**src/rtl/vending_panel_arbiter.sv**
```systemverilog
// vending_panel_arbiter: round-robin sharing of one vending core among four panels,
// with registered result reporting and a sticky balance-mismatch flag.
module vending_panel_arbiter #(
  parameter int unsigned TIMEOUT = 64
) (
  input  logic       clk,
  input  logic       reset,
  input  logic [3:0] req,
  input  logic [7:0] panel_item,
  input  logic [7:0] panel_coin50,
  input  logic [7:0] panel_coin10,
  input  logic [7:0] panel_coin5,
  input  logic [7:0] panel_coin1,
  output logic [3:0] gnt,
  output logic [3:0] done,
  output logic [1:0] res_item,
  output logic [2:0] res_coin50,
  output logic [2:0] res_coin10,
  output logic [2:0] res_coin5,
  output logic [2:0] res_coin1,
  output logic       res_timeout,
  output logic       acct_err,
  output logic [1:0] core_itemTypeIn,
  output logic [1:0] core_coinInNTD_50,
  output logic [1:0] core_coinInNTD_10,
  output logic [1:0] core_coinInNTD_5,
  output logic [1:0] core_coinInNTD_1,
  input  logic [1:0] core_serviceTypeOut,
  input  logic [1:0] core_itemTypeOut,
  input  logic [2:0] core_coinOutNTD_50,
  input  logic [2:0] core_coinOutNTD_10,
  input  logic [2:0] core_coinOutNTD_5,
  input  logic [2:0] core_coinOutNTD_1
);
  typedef enum logic [2:0] {IDLE, ISSUE, WAIT, REFUND, REPORT} state_t;
  state_t state_q, state_d;
  logic [1:0] ptr_q, ptr_d, sel_q, sel_d, item_q, item_d;
  logic [1:0] c50_q, c50_d, c10_q, c10_d, c5_q, c5_d, c1_q, c1_d;
  logic [7:0] inv_q, inv_d, cnt_q, cnt_d;
  logic [3:0] gnt_q, gnt_d, done_q, done_d;
  logic [1:0] r_item_q, r_item_d;
  logic [2:0] r50_q, r50_d, r10_q, r10_d, r5_q, r5_d, r1_q, r1_d;
  logic       r_to_q, r_to_d, err_q, err_d;
  logic [1:0] ci_q, ci_d, ci50_q, ci50_d, ci10_q, ci10_d, ci5_q, ci5_d, ci1_q, ci1_d;
  logic [1:0] pick, idx, p_item, p50, p10, p5, p1;
  logic       hit;
  logic [9:0] out_val;
  always_comb begin
    hit = 1'b0;
    pick = ptr_q;
    idx = '0;
    for (int k = 3; k >= 0; k--) begin
      idx = ptr_q + 2'(k);
      if (req[idx]) begin
        hit = 1'b1;
        pick = idx;
      end
    end
  end
  assign p_item = panel_item[{pick, 1'b0} +: 2];
  assign p50 = panel_coin50[{pick, 1'b0} +: 2];
  assign p10 = panel_coin10[{pick, 1'b0} +: 2];
  assign p5 = panel_coin5[{pick, 1'b0} +: 2];
  assign p1 = panel_coin1[{pick, 1'b0} +: 2];
  // change returned plus the price of whatever item was dispensed
  assign out_val = 10'(r50_q * 50 + r10_q * 10 + r5_q * 5 + r1_q) +
                   (r_item_q == 2'd1 ? 10'd8 : r_item_q == 2'd2 ? 10'd15 : r_item_q == 2'd3 ? 10'd22 : 10'd0);
  always_comb begin
    state_d = state_q;
    ptr_d = ptr_q;
    sel_d = sel_q;
    item_d = item_q;
    c50_d = c50_q;
    c10_d = c10_q;
    c5_d = c5_q;
    c1_d = c1_q;
    inv_d = inv_q;
    cnt_d = cnt_q;
    gnt_d = '0;
    done_d = '0;
    r_item_d = r_item_q;
    r50_d = r50_q;
    r10_d = r10_q;
    r5_d = r5_q;
    r1_d = r1_q;
    r_to_d = r_to_q;
    err_d = err_q;
    ci_d = '0;
    ci50_d = '0;
    ci10_d = '0;
    ci5_d = '0;
    ci1_d = '0;
    case (state_q)
      IDLE: if (hit && core_serviceTypeOut == 2'b01) begin
        gnt_d = 4'b0001 << pick;
        sel_d = pick;
        item_d = p_item;
        c50_d = p50;
        c10_d = p10;
        c5_d = p5;
        c1_d = p1;
        inv_d = 8'(p50 * 50 + p10 * 10 + p5 * 5 + p1);
        state_d = p_item == 2'b00 ? REFUND : ISSUE;
        if (p_item != 2'b00) begin
          ci_d = p_item;
          ci50_d = p50;
          ci10_d = p10;
          ci5_d = p5;
          ci1_d = p1;
        end
      end
      ISSUE: begin
        cnt_d = '0;
        state_d = WAIT;
      end
      WAIT: begin
        cnt_d = cnt_q + 8'd1;
        if (core_serviceTypeOut == 2'b00) begin
          r_item_d = core_itemTypeOut;
          r50_d = core_coinOutNTD_50;
          r10_d = core_coinOutNTD_10;
          r5_d = core_coinOutNTD_5;
          r1_d = core_coinOutNTD_1;
          r_to_d = 1'b0;
          state_d = REPORT;
        end else if (cnt_q == 8'(TIMEOUT - 1)) begin
          r_item_d = '0;
          r50_d = '0;
          r10_d = '0;
          r5_d = '0;
          r1_d = '0;
          r_to_d = 1'b1;
          state_d = REPORT;
        end
      end
      REFUND: begin
        r_item_d = '0;
        r50_d = {1'b0, c50_q};
        r10_d = {1'b0, c10_q};
        r5_d = {1'b0, c5_q};
        r1_d = {1'b0, c1_q};
        r_to_d = 1'b0;
        state_d = REPORT;
      end
      REPORT: begin
        done_d = 4'b0001 << sel_q;
        ptr_d = sel_q + 2'd1;
        err_d = err_q | (!r_to_q && {2'b00, inv_q} != out_val);
        state_d = IDLE;
      end
      default: state_d = IDLE;
    endcase
  end
  always_ff @(posedge clk) begin
    if (reset) begin
      state_q <= IDLE;
      ptr_q <= '0;
      sel_q <= '0;
      item_q <= '0;
      c50_q <= '0;
      c10_q <= '0;
      c5_q <= '0;
      c1_q <= '0;
      inv_q <= '0;
      cnt_q <= '0;
      gnt_q <= '0;
      done_q <= '0;
      r_item_q <= '0;
      r50_q <= '0;
      r10_q <= '0;
      r5_q <= '0;
      r1_q <= '0;
      r_to_q <= 1'b0;
      err_q <= 1'b0;
      ci_q <= '0;
      ci50_q <= '0;
      ci10_q <= '0;
      ci5_q <= '0;
      ci1_q <= '0;
    end else begin
      state_q <= state_d;
      ptr_q <= ptr_d;
      sel_q <= sel_d;
      item_q <= item_d;
      c50_q <= c50_d;
      c10_q <= c10_d;
      c5_q <= c5_d;
      c1_q <= c1_d;
      inv_q <= inv_d;
      cnt_q <= cnt_d;
      gnt_q <= gnt_d;
      done_q <= done_d;
      r_item_q <= r_item_d;
      r50_q <= r50_d;
      r10_q <= r10_d;
      r5_q <= r5_d;
      r1_q <= r1_d;
      r_to_q <= r_to_d;
      err_q <= err_d;
      ci_q <= ci_d;
      ci50_q <= ci50_d;
      ci10_q <= ci10_d;
      ci5_q <= ci5_d;
      ci1_q <= ci1_d;
    end
  end
  assign gnt = gnt_q;
  assign done = done_q;
  assign res_item = r_item_q;
  assign res_coin50 = r50_q;
  assign res_coin10 = r10_q;
  assign res_coin5 = r5_q;
  assign res_coin1 = r1_q;
  assign res_timeout = r_to_q;
  assign acct_err = err_q;
  assign core_itemTypeIn = ci_q;
  assign core_coinInNTD_50 = ci50_q;
  assign core_coinInNTD_10 = ci10_q;
  assign core_coinInNTD_5 = ci5_q;
  assign core_coinInNTD_1 = ci1_q;
endmodule

```
**config.mk**
```make
export PLATFORM = sky130hd
export DESIGN_NAME = vending_panel_arbiter
export DESIGN_NICKNAME = d
export VERILOG_FILES = /design/src/rtl/vending_panel_arbiter.sv
export SDC_FILE = /design/constraint.sdc
export NUM_CORES = 1
export LEC_CHECK = 0
export BUFFER_PORTS_ARGS = -buffer_cell sky130_fd_sc_hd__buf_2
export CAP_MARGIN = 20
export CORE_MARGIN = 8
export CORE_UTILIZATION = 42
export CTS_CLUSTER_DIAMETER = 80
export DETAILED_ROUTE_END_ITERATION = 6
export GPL_TIMING_DRIVEN = 0
export PLACE_DENSITY_LB_ADDON = 0.05
export REMOVE_ABC_BUFFERS = 1
export SYNTH_ARGS = -nofsm -noshare
export SYNTH_HDL_FRONTEND = slang
export SYNTH_SLANG_ARGS = --single-unit
```
**constraint.sdc**
```tcl
create_clock -name clk -period 10.26 [get_ports clk]
set_input_delay 1.026 -clock clk [delete_from_list [all_inputs] [get_ports clk]]
set_output_delay 1.026 -clock clk [all_outputs]
set_load 0.05 [all_outputs]
```
==> results.cfg <==
[run_status]
status = complete, no violations

[pwr]
p_sw_uw = 241
p_int_uw = 508
p_sw_share_pct = 32.2
p_per_area_nw_per_um2 = 146
peakVddDrop_mv = 0.0738
p_comb_share_pct = 26.0
p_clk_share_pct = 37.5
p_seq_share_pct = 36.5
p_leak_uw = 0.00258
finalPower_uw = 749

[timing]
period_needed_ns = 5.02
hold_viol = 0
slew_headroom_pct = 26.3
timing.fmax_mhz = 199
finalSetupTns_ns = 0
worstMarginPinSlew_ns = 1.10
rsz0062_at_grt = no
min_period_over_period_pct = 48.9
setup_violations = 0
report.final.slew_viol_count = 0
clock_skew_ns = 0.0113

[die]
rows = 37
dieArea_sq_um = 13800
coreArea_sq_um = 10100
fp.dieW_um = 117
start_util_pct = 42.5
io_pins = 96
fp.dieH_um = 117

[yosys]
synth_ff_type = dfxtp_1
yosysSeqAreaShare_pct = 30.2
synthesis.area_sq_um = 4310
synth_edf_count = 0
yosys_warnings = 0
ys_types = 56
syn_avg_cell_area_sq_um = 8.74
yosysTopAreaCellShare_pct = 30.2
syn_inst = 493
synth_area_leaders = dfxtp_1 30%, ha_1 14%, fa_1 7.0%
synth_top_cell_by_area = dfxtp_1
synthArstFlopShare_pct = 0
synth_seq_cells = 65

[cells_and_area]
stdcell_area_sq_um = 5130
final_common_cell = buf_2
fin_nets = 706
most-common-layout-cells = 95 x buf_2, 65 x dfxtp_1, 54 x nand2_1
n_antenna_cell = 0
utilization_pct = 50.6
instances_no_fill = 722
layout-drive-gt1-share_pct = 21.3
syn_to_final_growth_pct = 19.2

[worst_setup_path]
path_delay_family = adder cells
crit_type = in -> reg
required_ns = 10.53
endpoint_kind = register
worst-path-buf-inv = 3
path_cells = buf_2 -> nor2_1 -> a21boi_1 -> or3_1 -> mux2i_1 -> mux2i_1 -> ha_1 -> inv_1 -> fa_1 -> inv_1 -> ha_1 -> a21o_1 -> a21oi_1 -> o21bai_1 -> a21oi_1 -> xnor2_1 -> nand2_1 -> a21oi_1
crit_path_frequent_cell = a21oi_1
slowest_delay_ns = 0.83
path_max_fanout = 19
worst_path_max_delay_cell = or3_1
cp.arrival_ns = 5.29
worstSetupStartpointType = input port

[worst_hold_path]
hp-class = reg -> reg

[clock_network]
cts_max_level = 3
cts_tree = done
worstSkewPairLatency_ns = 0.35
cts_resized = 0
clkTransAtPathRegs_ns = 0.08
cts_setup_buffers = 0
ctsHoldBuffers = 0
clock-sinks = 65
clockBufferDepth = 2
cts_buffers = 9
clock-root-buffer = clkbuf_8

[place]
gp_congestion = 0.783
place_hpwl_um = 8380
dp.cells = 706
placed_cell_area_sq_um = 4890
portBuffers = 95

[detailed_routing]
drc = 0
drt-initial-drc-count = 118
wire_per_inst_um = 14.6
wl_um = 10600
firstDrtPassIters = 4
vias = 3685
via_per_inst = 5.10
postRouteAntennaNets = 0

[global_routing]
grt_use_total_pct = 16.4
grt_max_degree = 59
grt_pass1_vias = 3677
antenna_found_initial = 0
grt_pass1_wl_um = 17700
gr-total-overflow = 0

[flow_run]
cap_violations = 0
==> registers in the layout (all words and copies together) (netlist names), 3 cells and up <==
signal,flops
state_q,3
res_coin5,3
done,4
cnt_q,8
inv_q,8
gnt,4
res_coin10,3
res_coin50,3
res_coin1,3
==> synth_stat cells (2+ instances only) <==
library cell  instances
nor2_1               42
clkbuf_1             15
nand2_1              54
a211oi_1              2
dfxtp_1              65
nor3_1                7
mux2_2                3
nand3_1              18
xor2_1                3
a21oi_1              35
inv_1                41
o21ai_0               7
mux2i_1              28
a311oi_1              8
and3b_1               2
or2_2                 3
and2_1                4
ha_1                 48
a21o_1                5
nor4_1                6
o21a_1                2
xnor2_1              15
buf_1                 3
nor4b_1               2
nand2b_1              3
and3_1                4
nand4_1               2
nor3b_1               3
nor2b_1              11
o211ai_1              2
o31ai_1               3
a211o_1               2
a31oi_1               3
nand3b_1              4
fa_1                 15
or3_1                 3
==> power by group through the flow <==
stage,clock [uW],combinational [uW],sequential [uW]
after CTS,288,197,274
after global routing,296,221,275
after global placement,0,192,280
after floorplan,0,132,288
final,280,195,273
after detailed placement,0,196,280
==> layer usage <==
layer	vias up	global-route usage [%]	part of all wire [%]
met5	-	0	0
met1	1747	19.6	45
met4	0	6.40	1.4
li1	1876	-	-
met3	12	3.90	4.2
met2	50	27.7	50
==> cell families (layout without fill, tap and decap cells) <==
family / Yosys count / count (layout) / synth area share [%]
muxes: 31 / 31 / 7.29
buffers and inverters: 61 / 154 / 5.58
xor gates and xnor gates: 18 / 18 / 3.66
adders and majority gates: 63 / 63 / 20.9
and+or+nand+nor: 174 / 174 / 19.9
DFF: 65 / 65 / 30.2
AOI/OAI and AO/OA: 81 / 81 / 12.5
==> worst min-delay path: cells and delay by family, from the launching register on <==
family,cells,cell delay (ns)
flip-flops,1,0.32
AND/OR/NAND/NOR,1,0.05
AO/OA/AOI/OAI,1,0.05
==> through the flow <==
stage / hold slack (ns) / worst slack [ns]
after global placement: 0.451 / 4.89
after global routing: 0.482 / 4.88
after floorplan: 0.431 / 5.53
final: 0.464 / 5.24
after CTS: 0.468 / 5.26
after detailed placement: 0.456 / 4.89
==> area by class of cell <==
| class | count | area [sq um] |
|---|---|---|
| fillers | 1009 | 5000 |
| inverters | 41 | 154 |
| well taps | 136 | 170 |
| clock buffers | 9 | 124 |
| multi-input cells | 367 | 2770 |
| clock inverters | 7 | 124 |
| flip-flops and latches | 65 | 1300 |
| repair buffers | 97 | 494 |
==> path summary, 6_finish.rpt <==
| path | startpoint | to | slack (ns) | depth (start not counted) |
|---|---|---|---|---|
| min | c5_q[1]$_SDFFE_PP0P_ | c5_q[1]$_SDFFE_PP0P_ | 0.46 | 2 |
| max | req[3] | inv_q[6]$_SDFFE_PP0P_ | 5.24 | 18 |
| max reg2reg | res_item[0]$_SDFFE_PP0P_ | acct_err$_SDFFE_PP0N_ | 5.39 | 17 |
| min reg2reg | c5_q[1]$_SDFFE_PP0P_ | c5_q[1]$_SDFFE_PP0P_ | 0.46 | 2 |
Note: power is estimated with default switching activity, not from simulation.
